## src/rtl/multi_blinker.sv

```systemverilog
// Multi-channel programmable blinker: CHANNELS square waves whose half-periods are
// BASE beats times a one-hot rate, with button-driven rate stepping on the selected channel.
module multi_blinker #(
  parameter int CHANNELS  = 4,
  parameter int RATE_W    = 4,
  parameter int BASE      = 32,
  parameter int FAST_LEFT = 0,
  localparam int SEL_W    = (CHANNELS > 1) ? $clog2(CHANNELS) : 1
) (
  input  logic                clk,
  input  logic                rst,
  input  logic                count_en,
  input  logic [SEL_W-1:0]    sel,
  input  logic                shift_left,
  input  logic                shift_right,
  input  logic                sync_all,
  output logic [CHANNELS-1:0] switch,
  output logic [RATE_W-1:0]   rate_out
);

  localparam int MAX_H = BASE * (1 << (RATE_W - 1));
  localparam int CNT_W = (MAX_H > 1) ? $clog2(MAX_H) : 1;

  logic [RATE_W-1:0]   r_rate [CHANNELS];
  logic [CNT_W-1:0]    r_cnt  [CHANNELS];
  logic [CHANNELS-1:0] r_sw;
  logic                r_prev_l;
  logic                r_prev_r;

  logic                w_edge_l;
  logic                w_edge_r;
  logic                w_slower;
  logic                w_faster;
  logic [RATE_W-1:0]   w_rate_nxt [CHANNELS];
  logic [CHANNELS-1:0] w_chg;

  // Last count value of a half-period; rate is one-hot so BASE*rate-1 always fits CNT_W.
  function automatic logic [CNT_W-1:0] term_count(input logic [RATE_W-1:0] rate);
    int h;
    h = BASE * int'(rate);
    return CNT_W'(h - 1);
  endfunction

  function automatic logic [RATE_W-1:0] step_rate(input logic [RATE_W-1:0] rate,
                                                  input logic slower,
                                                  input logic faster);
    logic [RATE_W-1:0] nxt;
    nxt = rate;
    if (slower && !faster && !rate[RATE_W-1]) begin
      nxt = rate << 1;
    end else if (faster && !slower && !rate[0]) begin
      nxt = rate >> 1;
    end
    return nxt;
  endfunction

  assign w_edge_l = shift_left & ~r_prev_l;
  assign w_edge_r = shift_right & ~r_prev_r;
  assign w_slower = (FAST_LEFT != 0) ? w_edge_r : w_edge_l;
  assign w_faster = (FAST_LEFT != 0) ? w_edge_l : w_edge_r;

  // Only the selected channel sees a step; a saturated step is not a change.
  always_comb begin
    w_chg = '0;
    for (int i = 0; i < CHANNELS; i++) begin
      w_rate_nxt[i] = r_rate[i];
      if (sel == SEL_W'(i)) begin
        w_rate_nxt[i] = step_rate(r_rate[i], w_slower, w_faster);
      end
      w_chg[i] = (w_rate_nxt[i] != r_rate[i]);
    end
  end

  always_ff @(posedge clk or negedge rst) begin
    if (!rst) begin
      r_prev_l <= 1'b1;
      r_prev_r <= 1'b1;
      r_sw     <= '0;
      for (int i = 0; i < CHANNELS; i++) begin
        r_rate[i] <= RATE_W'(1);
        r_cnt[i]  <= '0;
      end
    end else begin
      r_prev_l <= shift_left;
      r_prev_r <= shift_right;
      for (int i = 0; i < CHANNELS; i++) begin
        if (w_chg[i]) begin
          r_rate[i] <= w_rate_nxt[i];
        end
        // sync_all wins over counting; a rate change restarts the phase but keeps the level.
        if (sync_all) begin
          r_cnt[i] <= '0;
          r_sw[i]  <= 1'b0;
        end else if (w_chg[i]) begin
          r_cnt[i] <= '0;
        end else if (count_en) begin
          if (r_cnt[i] == term_count(r_rate[i])) begin
            r_cnt[i] <= '0;
            r_sw[i]  <= ~r_sw[i];
          end else begin
            r_cnt[i] <= r_cnt[i] + CNT_W'(1);
          end
        end
      end
    end
  end

  assign switch = r_sw;

  always_comb begin
    rate_out = '0;
    for (int i = 0; i < CHANNELS; i++) begin
      if (sel == SEL_W'(i)) begin
        rate_out = r_rate[i];
      end
    end
  end

endmodule

```

## config.mk

```make
export PLATFORM = sky130hd
export DESIGN_NAME = multi_blinker
export DESIGN_NICKNAME = d
export VERILOG_FILES = /design/src/rtl/multi_blinker.sv
export SDC_FILE = /design/constraint.sdc
export NUM_CORES = 1
export LEC_CHECK = 0
export ABC_AREA = 1
export BUFFER_PORTS_ARGS = -buffer_cell sky130_fd_sc_hd__clkbuf_2
export CAP_MARGIN = 20
export CORE_MARGIN = 5
export CORE_UTILIZATION = 50
export DETAILED_ROUTE_END_ITERATION = 16
export PLACE_DENSITY = 0.79
export SYNTH_ARGS = -nofsm -noshare
export SYNTH_HDL_FRONTEND = slang
export SYNTH_SLANG_ARGS = --single-unit
```

## constraint.sdc

```tcl
create_clock -name clk -period 1.85 [get_ports clk]
set_input_delay 0.37 -clock clk [delete_from_list [all_inputs] [get_ports clk]]
set_output_delay 0.37 -clock clk [all_outputs]
set_load 0.01 [all_outputs]
```

Yosys cells after proc, flatten, opt, wreduce, memory -nomap -nowiden
Index checks and enable logic that the tools add are counted.

storage, ports and cells
  bits in registers = 54
  latch bits = 0
  RAM bits = 0
  ROM bits = 0
  input port bits = 8
  output and inout port bits = 8
  word-level logic and storage cells = 127
  memories = 0

operators by class
  $add $sub $neg = 8
  multiply operators = 0
  div/mod/pow operators = 0
  $lt $le $gt $ge = 0
  eq/ne operators = 15
  shift-type cells = 0
  muxes and demuxes = 48
  bitwise operators = 8
  reductions and logical operators = 34

operators with widths
  kind                                                                    number
  8-bit two-way mux                                                       16
  4-bit two-way mux                                                       16
  8-bit by 1-bit adder with 8-bit output (second input constant)          4
  8-bit equality test                                                     4
  8-bit by 1-bit subtractor with 8-bit output (second input constant)     4
  1-bit two-way mux                                                       16
  4-bit inequality test                                                   4
  3-bit AND reduction                                                     4
  3-bit nonzero test                                                      4
  1-bit logical AND                                                       10
  1-bit zero test                                                         10
  2-bit nonzero test                                                      5
  2-bit inequality test (second input constant)                           4
  1-bit NOT                                                               6
  2-bit equality test (second input constant)                             2
  1-bit bitwise AND                                                       2
  2-bit by 1-bit equality test with 1-bit output (second input constant)  1
  2-bit zero test                                                         1

Logic depth before layout (Yosys ltp)
  word-level depth = 11
  mapped depth = 15
  gate-level depth less buffers = 15

Worst setup path before layout
OpenSTA, ideal clock, no wires.

  path type = register to register
  from = register r_rate[12] (netlist bit)
  to = register r_cnt[27] (netlist bit)
  data arrival time = 1.887 ns
  required time = 1.773 ns
  path slack = -0.114 ns
  stages on the path, launching flop included = 11
  path buffers = 1
  clock period less this slack = 1.964 ns
  path through = dfstp_2 -> clkbuf_1 -> inv_1 -> ha_1 -> xnor2_1 -> xor2_1 -> nand4_1 -> nand2_1 -> nor2_1 -> nand3_1 -> a21oi_1

on the way
  longest elaborated chain between the ends = 8

RTL lines
  item                                                                                                 line  source
  start: declaration                                                                                   24    logic [RATE_W-1:0] r_rate [CHANNELS];
  start signal: indexed assignment                                                                     88    r_rate[i] <= w_rate_nxt[i];
  parallel branches: the longest is 8 deep, another holds 8-bit by 1-bit subtractor with 8-bit output  n/a
  end signal: indexed assignment                                                                       101   r_cnt[i] <= r_cnt[i] + CNT_W'(1);
  end: declaration                                                                                     25    logic [CNT_W-1:0] r_cnt [CHANNELS];

Parallel ways; which one is timed is not known. The select of a mux whose other input is x is not followed.
A chain may end at the register's enable or synchronous reset.

Final worst setup path
  from = register r_prev_r
  to = register r_cnt[16] (netlist bit)

on the way
  longest elaborated chain between the ends = 10

RTL lines
  item                                                           line    source
  start: declaration                                             28      logic r_prev_r;
  start signal: assignment                                       85      r_prev_r <= shift_right;
  1-bit NOT *                                                    58      assign w_edge_r = shift_right & ~r_prev_r;
  1-bit bitwise AND *                                            58
  1-bit logical AND / 1-bit zero test (equally long branches)    51, 49
  1-bit logical AND (on tied branches)                           51, 49
  4-bit two-way mux / 1-bit logical AND (equally long branches)  51, 49
  4-bit two-way mux *                                            49      if (slower && !faster && !rate[RATE_W-1]) begin
  4-bit two-way mux *                                            67      if (sel == SEL_W'(i)) begin
  4-bit inequality test *                                        70      w_chg[i] = (w_rate_nxt[i] != r_rate[i]);
  8-bit two-way mux                                              94      end else if (w_chg[i]) begin
  8-bit two-way mux                                              91      if (sync_all) begin

Mark *: on every way between the ends. The rest lies on a longest branch, timed or not.

==> results.yml <==
timing:
  final.min_clock_period_ps: 1910
  max_slew_margin: 0.705
  grt_setup_unrepaired: "yes"
  post-route-period-util: 1.03
  setup_viol: 4
  hold_viol_final: 0
  whs_ps: 57.5
  max_freq_ghz: 0.524
  skew_ps: 11.3
  slew_violations: 0
  tightest_slew_ps: 441
  layout_setup_ws_ps: -56.6
floorplan:
  design.die.area_sq_um: 8990
  die_h_um: 94.8
  die_x_um: 94.8
  ios: 16
  core_area_sq_um: 7140
  start_util: 0.504
  num_rows: 31
grt:
  antenna_found_initial: 0
  grt_max_degree: 55
  grt.overflow.total: 0
  grt_pass1_wl_um: 13600
  grt_usage: 0.186
  grt_pass1_vias: 3210
setup_path:
  worst_setup_path_end_kind: "flop"
  path_class: "reg -> reg"
  cpMostUsedCell: "nand2_2"
  cp.required_ps: 2090
  crit_arrival_ps: 2150
  slowest_delay_ps: 600
  cp-start-kind: "flop"
  crit_slowest_cell: "dfstp_2"
  ff2ff_setup_slack_ps: -60
  path_cells: "nor2_8, buf_6, nand2_4, nor2_4, nand2_2, nand2_2, a21oi_2, nor2_2, nand2_2, nand4_1, o21ai_1"
  path_max_fanout: 4
status:
  violations: "negative setup slack"
  outcome: "finished, violations left"
hold_path:
  hold_class: "in -> async"
synthesis:
  synth_nets: 500
  ys_seq_area_frac: 0.378
  synth_edf_count: 0
  syn_area_per_cell_sq_um: 7.43
  synth_cell_types: 34
  synth_area_leaders: "dfrtp_1 33%, nand2_1 11%, nor2_1 6.2%, inv_1 6.1%, xor2_1 4.9%"
  synth_commonest_cells: "105 x nand2_1, 59 x nor2_1, 58 x inv_1"
  yosysMostFrequentCell: "nand2_1"
  ys_warn_count: 0
  syn_inst: 484
  synth_top_area_share: 0.334
  synth_ff_type: "dfrtp_1"
  syn_area_sq_um: 3600
  synthArstFlopShare: 1.00
  yosysTopAreaCell: "dfrtp_1"
  ys_seq_elements: 54
clock_network:
  numCtsBuffers: 5
  clock-sinks: 54
  hold_buffers: 0
  clockRootBuffer: "clkbuf_8"
  clk_latency_ps: 310
  htreeDepth: 2
  cts_buffer_depth: 2
  clkTransAtPathRegs_ps: 100
  cts_tree: "yes"
routing:
  avgRoutedWirePerCell_um: 13.8
  ant_nets: 0
  drc: 0
  totalWireLength_um: 8670
  drt_iter0_markers: 191
  vias: 3354
  dr.pass1.iters: 4
  drt-vias-per-instance: 5.32
placement:
  hpwl_um: 5810
  place_congestion: 0.864
  dp_cells: 607
  portBuffers: 15
power:
  static-leakage-power_nw: 2.08
  vdd_drop_max_v: 0.000502
  p_per_area_nw_per_um2: 964
layout:
  area_growth_pct: 22.3
  fin_nets: 546
  num_antenna_cells: 0
  layout-drive-gt1-share: 0.288
  final_cells: 630
flow_run:
  drv_cap: 0
-- path summary, 6_finish.rpt --
kind                                  from        end  cells past startpoint
worst max-delay path              r_prev_r  r_cnt[16]                     11
worst min-delay path                   rst   r_cnt[7]                      2
worst max register to register    r_prev_r  r_cnt[16]                     11
worst min register to register   r_cnt[16]  r_cnt[16]                      1
max in group asynchronous              rst  r_rate[0]                      2
min in group clk                shift_left   r_prev_l                      1
-- placed cells by master, fill, tap and decap left out, types with 4 or more instances in the layout --
master    synthesis  final
xnor2_2           0      4
nor3_1            8      7
xor2_1           20     20
dfstp_2           6      6
o21ai_1           7     10
nand3_1          29     22
a21oi_2           0      8
inv_1            58     53
nand4_1          19     19
o21ai_0          24     19
a21oi_1          24     16
nand2_2           3     15
inv_2             8      8
nor2_2            7     15
nand2_1         105     93
ha_1              8      6
nor2_4            5      9
nand3_4           0      5
nand3_2           7      9
inv_4             0      4
buf_4             0     25
nor2_1           59     47
clkbuf_8          0      6
xnor2_1          15     11
clkbuf_2          0     15
dfrtp_1          48     48
-- what timing repair did --
action,CTS,global route
gates cloned,0,0
buffers inserted,4,11
pin swaps,12,24
resized for setup,7,75
setup endpoints to repair,16,35
-- logic make-up after synthesis --
family	Yosys count	share of synthesized area
compound gates	64	0.0964
flops	54	0.378
xor+xnor	35	0.0852
simple gates	251	0.337
fa+ha+maj	8	0.0278
buf+inv	72	0.0758
-- flip-flops by register name (all words and copies together), names as in the netlist --
| signal | count |
|---|---|
| r_rate | 16 |
| r_prev_l | 1 |
| r_prev_r | 1 |
| r_cnt | 32 |
| switch | 4 |
-- cell type report --
cell class,count,area [sq um]
fill,635,2740
tap,99,124
clock buffer,7,86.3
inverter,66,263
timing repair buffer,45,322
sequential,54,1360
clock inverter,1,5.00
multi-input combinational,358,2240
-- routing by layer --
layer  global-route usage  wire length [um]  up-vias
li1                     -                 -     1661
met1                0.223              3680     1628
met2                0.336              4630       52
met3               0.0287               233       13
met4               0.0601               123        0
met5                    0                 0        -
-- metrics by stage --
stage	TNS, ps	utilization	power (mW)	area (sq um)	worst slack [ps]
finish	-203	0.616	4.24	4400	-56.6
global route	-2920	0.616	4.55	4400	-144
CTS	0	0.567	3.85	4050	2.46
detailed placement	-272	0.547	3.10	3900	-48.1
global placement	0	0.547	3.05	3900	12.1
floorplan	0	-	2.65	3600	14.6
-- critical path, delay by kind of cell (launching register included) --
kind,cells,cell delay [ps]
flops,1,600
simple gates,8,780
compound gates,2,340
buf+inv,1,120
-- power breakdown --
part / leakage, nW / internal (mW) / switching (mW)
combinational: 1.34 / 0.807 / 1.13
sequential: 0.696 / 1.40 / 0.204
clock: 0.0482 / 0.304 / 0.399
total: 2.08 / 2.51 / 1.73
Power figures use the tool's default switching activity.
